===== src/rtl/r2_sum_ctrl.sv =====
// Window-sum controller: aligns column-vector strobes to the datapath latency.
// Optional busy-cycle counter enabled with R2_SUM_CTRL_PERF_EN.
module r2_sum_ctrl #(
    parameter int COLS     = 7,
    parameter int ROWS     = 7,
    parameter int WIN      = 5,
    parameter int PIPE_LAT = 4
) (
    input  logic        clk,
    input  logic        rst,
    input  logic        start,
    input  logic        in_valid,
    output logic        ld_en,
    output logic        sum_en,
    output logic        cum_en,
    output logic        count_en,
    output logic        start_en,
    output logic        out_valid,
    output logic        busy,
    output logic        done,
    output logic        err,
    output logic [9:0]  col_idx,
    output logic [9:0]  row_idx,
    output logic [15:0] perf_cycles
);

    localparam logic [9:0] LC  = 10'(COLS - 1);
    localparam logic [9:0] LR  = 10'(ROWS - WIN);
    localparam logic [9:0] LW  = 10'(WIN);
    localparam logic [9:0] LW1 = 10'(WIN - 1);

    typedef enum logic [1:0] {
        IDLE,
        RUN,
        DRAIN,
        DONE
    } state_t;

    state_t r_state;
    state_t w_next;

    logic [9:0]          r_col;
    logic [9:0]          r_row;
    logic [PIPE_LAT-1:0] r_sv;
    logic [9:0]          r_sc [PIPE_LAT];
    logic [9:0]          r_sr [PIPE_LAT];
    logic                r_ov;
    logic                r_err;

    logic       w_acc;
    logic       w_gap;
    logic       w_last;
    logic       w_start;
    logic       w_av;
    logic [9:0] w_ac;
    logic [9:0] w_ar;

    assign w_start = (r_state == IDLE) && start;
    assign w_acc   = (r_state == RUN) && in_valid;
    assign w_gap   = (r_state == RUN) && !in_valid && (r_col != 10'd0);
    assign w_last  = w_acc && (r_col == LC) && (r_row == LR);
    assign w_av    = r_sv[PIPE_LAT-1];
    assign w_ac    = r_sc[PIPE_LAT-1];
    assign w_ar    = r_sr[PIPE_LAT-1];

    always_ff @(posedge clk) begin
        if (rst) begin
            r_state <= IDLE;
        end else begin
            r_state <= w_next;
        end
    end

    always_comb begin
        w_next = r_state;
        busy   = 1'b1;
        done   = 1'b0;
        unique case (r_state)
            IDLE: begin
                busy = 1'b0;
                if (start) w_next = RUN;
            end
            RUN: begin
                if (w_gap) w_next = IDLE;
                else if (w_last) w_next = DRAIN;
            end
            DRAIN: begin
                if (r_sv == '0) w_next = DONE;
            end
            DONE: begin
                done   = 1'b1;
                w_next = IDLE;
            end
            default: w_next = IDLE;
        endcase
    end

    always_ff @(posedge clk) begin
        if (rst || w_start || w_gap) begin
            r_col <= '0;
            r_row <= '0;
        end else if (w_acc) begin
            if (r_col == LC) begin
                r_col <= '0;
                r_row <= r_row + 10'd1;
            end else begin
                r_col <= r_col + 10'd1;
            end
        end
    end

    // A broken row aborts the frame, so every in-flight strobe is discarded.
    always_ff @(posedge clk) begin
        if (rst || w_gap) begin
            for (int i = 0; i < PIPE_LAT; i++) begin
                r_sv[i] <= 1'b0;
                r_sc[i] <= '0;
                r_sr[i] <= '0;
            end
        end else begin
            r_sv[0] <= w_acc;
            r_sc[0] <= r_col;
            r_sr[0] <= r_row;
            for (int i = 1; i < PIPE_LAT; i++) begin
                r_sv[i] <= r_sv[i-1];
                r_sc[i] <= r_sc[i-1];
                r_sr[i] <= r_sr[i-1];
            end
        end
    end

    always_ff @(posedge clk) begin
        if (rst || w_gap) begin
            r_ov <= 1'b0;
        end else begin
            r_ov <= w_av && (w_ac >= LW1);
        end
    end

    always_ff @(posedge clk) begin
        if (rst || w_start) begin
            r_err <= 1'b0;
        end else if (w_gap) begin
            r_err <= 1'b1;
        end
    end

    always_comb begin
        ld_en    = 1'b0;
        sum_en   = 1'b0;
        cum_en   = 1'b0;
        count_en = 1'b0;
        start_en = 1'b0;
        col_idx  = '0;
        row_idx  = '0;
        if (w_av) begin
            count_en = 1'b1;
            col_idx  = w_ac;
            row_idx  = w_ar;
            if (w_ac == 10'd0) begin
                ld_en    = 1'b1;
                start_en = 1'b1;
            end else begin
                sum_en = 1'b1;
            end
            if (w_ac >= LW) cum_en = 1'b1;
        end
    end

    assign out_valid = r_ov;
    assign err       = r_err;

`ifdef R2_SUM_CTRL_PERF_EN
    logic [15:0] r_perf;

    always_ff @(posedge clk) begin
        if (rst || w_start) begin
            r_perf <= '0;
        end else if (busy && (r_perf != 16'hFFFF)) begin
            r_perf <= r_perf + 16'd1;
        end
    end

    assign perf_cycles = r_perf;
`else
    assign perf_cycles = '0;
`endif

endmodule

===== config.mk =====
export PLATFORM = sky130hd
export DESIGN_NAME = r2_sum_ctrl
export DESIGN_NICKNAME = d
export VERILOG_FILES = /design/src/rtl/r2_sum_ctrl.sv
export SDC_FILE = /design/constraint.sdc
export NUM_CORES = 1
export LEC_CHECK = 0
export CAP_MARGIN = 25
export CORE_ASPECT_RATIO = 1.1
export CORE_MARGIN = 2
export CORE_UTILIZATION = 51
export CTS_BUF_LIST = sky130_fd_sc_hd__clkbuf_8
export CTS_CLUSTER_SIZE = 14
export DETAILED_ROUTE_END_ITERATION = 8
export PLACE_DENSITY_LB_ADDON = 0.25
export SYNTH_ARGS = -nofsm -noshare
export SYNTH_HDL_FRONTEND = slang
export SYNTH_SLANG_ARGS = --single-unit
export TNS_END_PERCENT = 50

===== constraint.sdc =====
create_clock -name clk -period 2 [get_ports clk]
set_input_delay 0.4 -clock clk [delete_from_list [all_inputs] [get_ports clk]]
set_output_delay 0.4 -clock clk [all_outputs]
set_load 0.01 [all_outputs]

==> results.ini <==
[detailed_routing]
first_pass_iters=4
drt_iter0_drc=151
num_vias=2438
wl_per_cell_um=11.11
ant_nets=0
vias_per_cell=4.809
wirelength_um=5631
route.detailed.drc=0

[timing]
rsz0062_at_grt=yes
finalClockSkew_ns=0.008110
hold_viol=0
slew_viol_final=0
finalCritPeriodShare_pct=114.5
finalSetupViolCount=4
min_period_ns=2.291
clock.fmax_mhz=436.5
fin_tns_setup_ns=-1.051
fin_ws_ns=-0.2909

[min_path]
min_from=r_sr[0][11]$_SDFF_PP0_
holdPathStages=1
min_to=r_sr[0][21]$_SDFF_PP0_
hp-class=register to register

[pwr]
p_leak_nw=1.916
power_density_nw_per_um2=781.9
vdd_drop_max_uv=407.4

[yosys]
synthCells=366
synth_mux_area_share_pct=0.2633
synth_area_leaders=dfxtp_1, and2_1, buf_4, ha_1, a21oi_1
syn_avg_cell_area_um2=10.39
synth-xor-area-share_pct=2.074
netlist-cell-type-count=42
synth-compound-area-share_pct=4.773
yosysWarnings=0
synth_top_family_by_area=simple AND/OR/NAND/NOR gates
synthSimpleGateAreaFrac_pct=28.41
post-synth-top-count-cell=dfxtp_1
synth_top_cell_by_area=dfxtp_1
synth_commonest_cells=dfxtp_1, and2_1, buf_4
netlist_area_um2=3801
ys_seq_area_share_pct=56.88
synth-seq-cells=108
async_reset_ff_share_pct=0
synth_fa_ha_area_share_pct=1.646
ys.flop_type=dfxtp_1
yosysTopAreaCellShare_pct=56.88
synth-edff-count=0

[status]
violations=setup timing
outcome=complete, but fails checks

[clocking]
cts_buffers=9
htree_levels=3
cts_tree=done
clk_pin_slew_worst_paths_ns=0.10
worst_skew_pair.late_latency_ns=0.36
cts_root_buf=clkbuf_8
ctsLongestPathBuffers=2
clock_sinks=108

[final_layout]
drive_above_1_share_pct=13.10
antenna_cells=0
area_growth_pct=19.95
fillers=608
final_cells=507
nets=424

[global_route]
first_global_vias=2198
grt_max_degree=56
antenna_found_initial=0
grtUsageTotal_pct=14.90
grt_pass1_wl_um=9563
grt_overflow_total=0

[placed_design]
dp_hpwl_um=3716
port-buffer-count=32
dp_cells=489
gp_congestion=0.8062

[setup_path]
crit_buf_inv=2
regToRegStartpoint=r_col[5]$_SDFFE_PP0P_
worstSetupPathType=register to output port
crit_path_max_incr_delay_ns=0.54
path_cells=or4_4, nor4_4, nor2b_4, buf_4, a21boi_1, buf_2
cp_max_fo=2
arrival_ns=1.89
r2r-end=r_row[6]$_SDFFE_PP0P_
required_ns=1.60
cp_top_family=simple AND/OR/NAND/NOR gates
cp-start-kind=register
critPathCaptureType=output port
rrSetupSlack_ns=0.16
r2r_cells=4
critPathSlowestCell=or4_4

[die]
die_y_um=94.55
ios=49
start_util_pct=51.72
die_w_um=86.32
fp-row-count=33
dieArea_um2=8161
coreArea_um2=7350

[flow_run]
maxCapViolations=0

report_power, final:
group / internal, W / total (W) / switching (W)
combinational: 0.0000460 / 0.000120 / 0.0000739
sequential: 0.00215 / 0.00216 / 0.00000729
clock: 0.000587 / 0.00128 / 0.000696
total: 0.00279 / 0.00356 / 0.000778
final cells by class:
class / count / area (um2) / share of cell area [%]
Clock inverter: 7 / 76.32 / 1.674
Tap cell: 87 / 108.9 / 2.387
Timing Repair Buffer: 54 / 534.3 / 11.72
Clock buffer: 9 / 123.9 / 2.717
Inverter: 8 / 30.03 / 0.6586
Multi-Input combinational cell: 234 / 1518 / 33.29
Sequential cell: 108 / 2168 / 47.56
state kept, by name (all words and copies together), names as in the netlist, named ones only:
signal	flops
r_col	10
out_valid	1
r_sv	4
r_sr	40
err	1
r_row	10
r_state	1
r_sc	40
how the worst max path moves through the flow:
stage               slack (ns)        to              startpoint  cells after the start
global placement         -0.37  start_en  r_sc[0][35]$_SDFF_PP0_                      5
global route             -0.39    sum_en  r_sc[0][39]$_SDFF_PP0_                      6
detailed placement       -0.41  start_en  r_sc[0][35]$_SDFF_PP0_                      5
floorplan                 0.07  start_en  r_sc[0][35]$_SDFF_PP0_                      5
CTS                      -0.46  start_en  r_sc[0][39]$_SDFF_PP0_                      5
finish                   -0.29    sum_en  r_sc[0][39]$_SDFF_PP0_                      6
per-layer routing:
metal | global-route usage [%] | routed length [um] | up-vias
met2 | 24.61 | 2665 | 76
met5 | 0 | 0 | -
met4 | 8.073 | 139 | 0
met3 | 3.497 | 302 | 12
li1 | - | - | 1267
met1 | 17.97 | 2523 | 1083
stage by stage:
step                      utilization, %  total power, W  hold WS [ns]  area [um2]  worst slack (ns)
after global placement             57.88        0.002326        0.4076        4254           -0.3731
after detailed placement           58.15        0.002333        0.4097        4274           -0.4108
after global routing               62.04        0.003724        0.4339        4559           -0.3946
after CTS                          61.22        0.003610        0.4290        4499           -0.4570
after floorplan                        -        0.002303        0.4057        3857           0.07107
final                              62.04        0.003565        0.4245        4559           -0.2909
placed cells by master, fill, tap and decap left out, types with 2 or more instances in the layout:
| cell type | instances |
|---|---|
| a21oi_1 | 12 |
| and2_1 | 100 |
| and3_1 | 2 |
| and3b_1 | 2 |
| buf_12 | 2 |
| buf_4 | 19 |
| buf_6 | 2 |
| clkbuf_8 | 9 |
| clkdlybuf4s50_1 | 21 |
| clkinvlp_4 | 3 |
| conb_1 | 16 |
| dfxtp_1 | 105 |
| dfxtp_2 | 2 |
| dlymetal6s2s_1 | 7 |
| ha_1 | 5 |
| inv_1 | 9 |
| nand2_1 | 7 |
| nand2b_1 | 2 |
| nand3_1 | 7 |
| nand3b_1 | 2 |
| nand4_1 | 3 |
| nand4b_1 | 2 |
| nor2_1 | 15 |
| nor2b_1 | 2 |
| nor3_1 | 8 |
| nor4_1 | 2 |
| nor4_4 | 2 |
| o21ai_0 | 3 |
| o31ai_1 | 6 |
| or3_1 | 4 |
| or4_1 | 6 |
| xnor2_1 | 4 |
| xor2_1 | 5 |
what timing repair did:
action,4_1_cts,5_1_grt
hold buffers,0,0
gates resized for setup,24,14
setup buffers,1,1
endpoints found under the setup margin,25,22
pin swaps,3,1
cell families after synthesis:
logic type | count (synthesis)
adders and majority gates | 5
other | 1
and+or+nand+nor | 175
muxes | 1
DFF | 108
buffers and inverters | 39
AOI/OAI and AO/OA | 28
xor gates and xnor gates | 9
(Power assumes the default switching activity.)
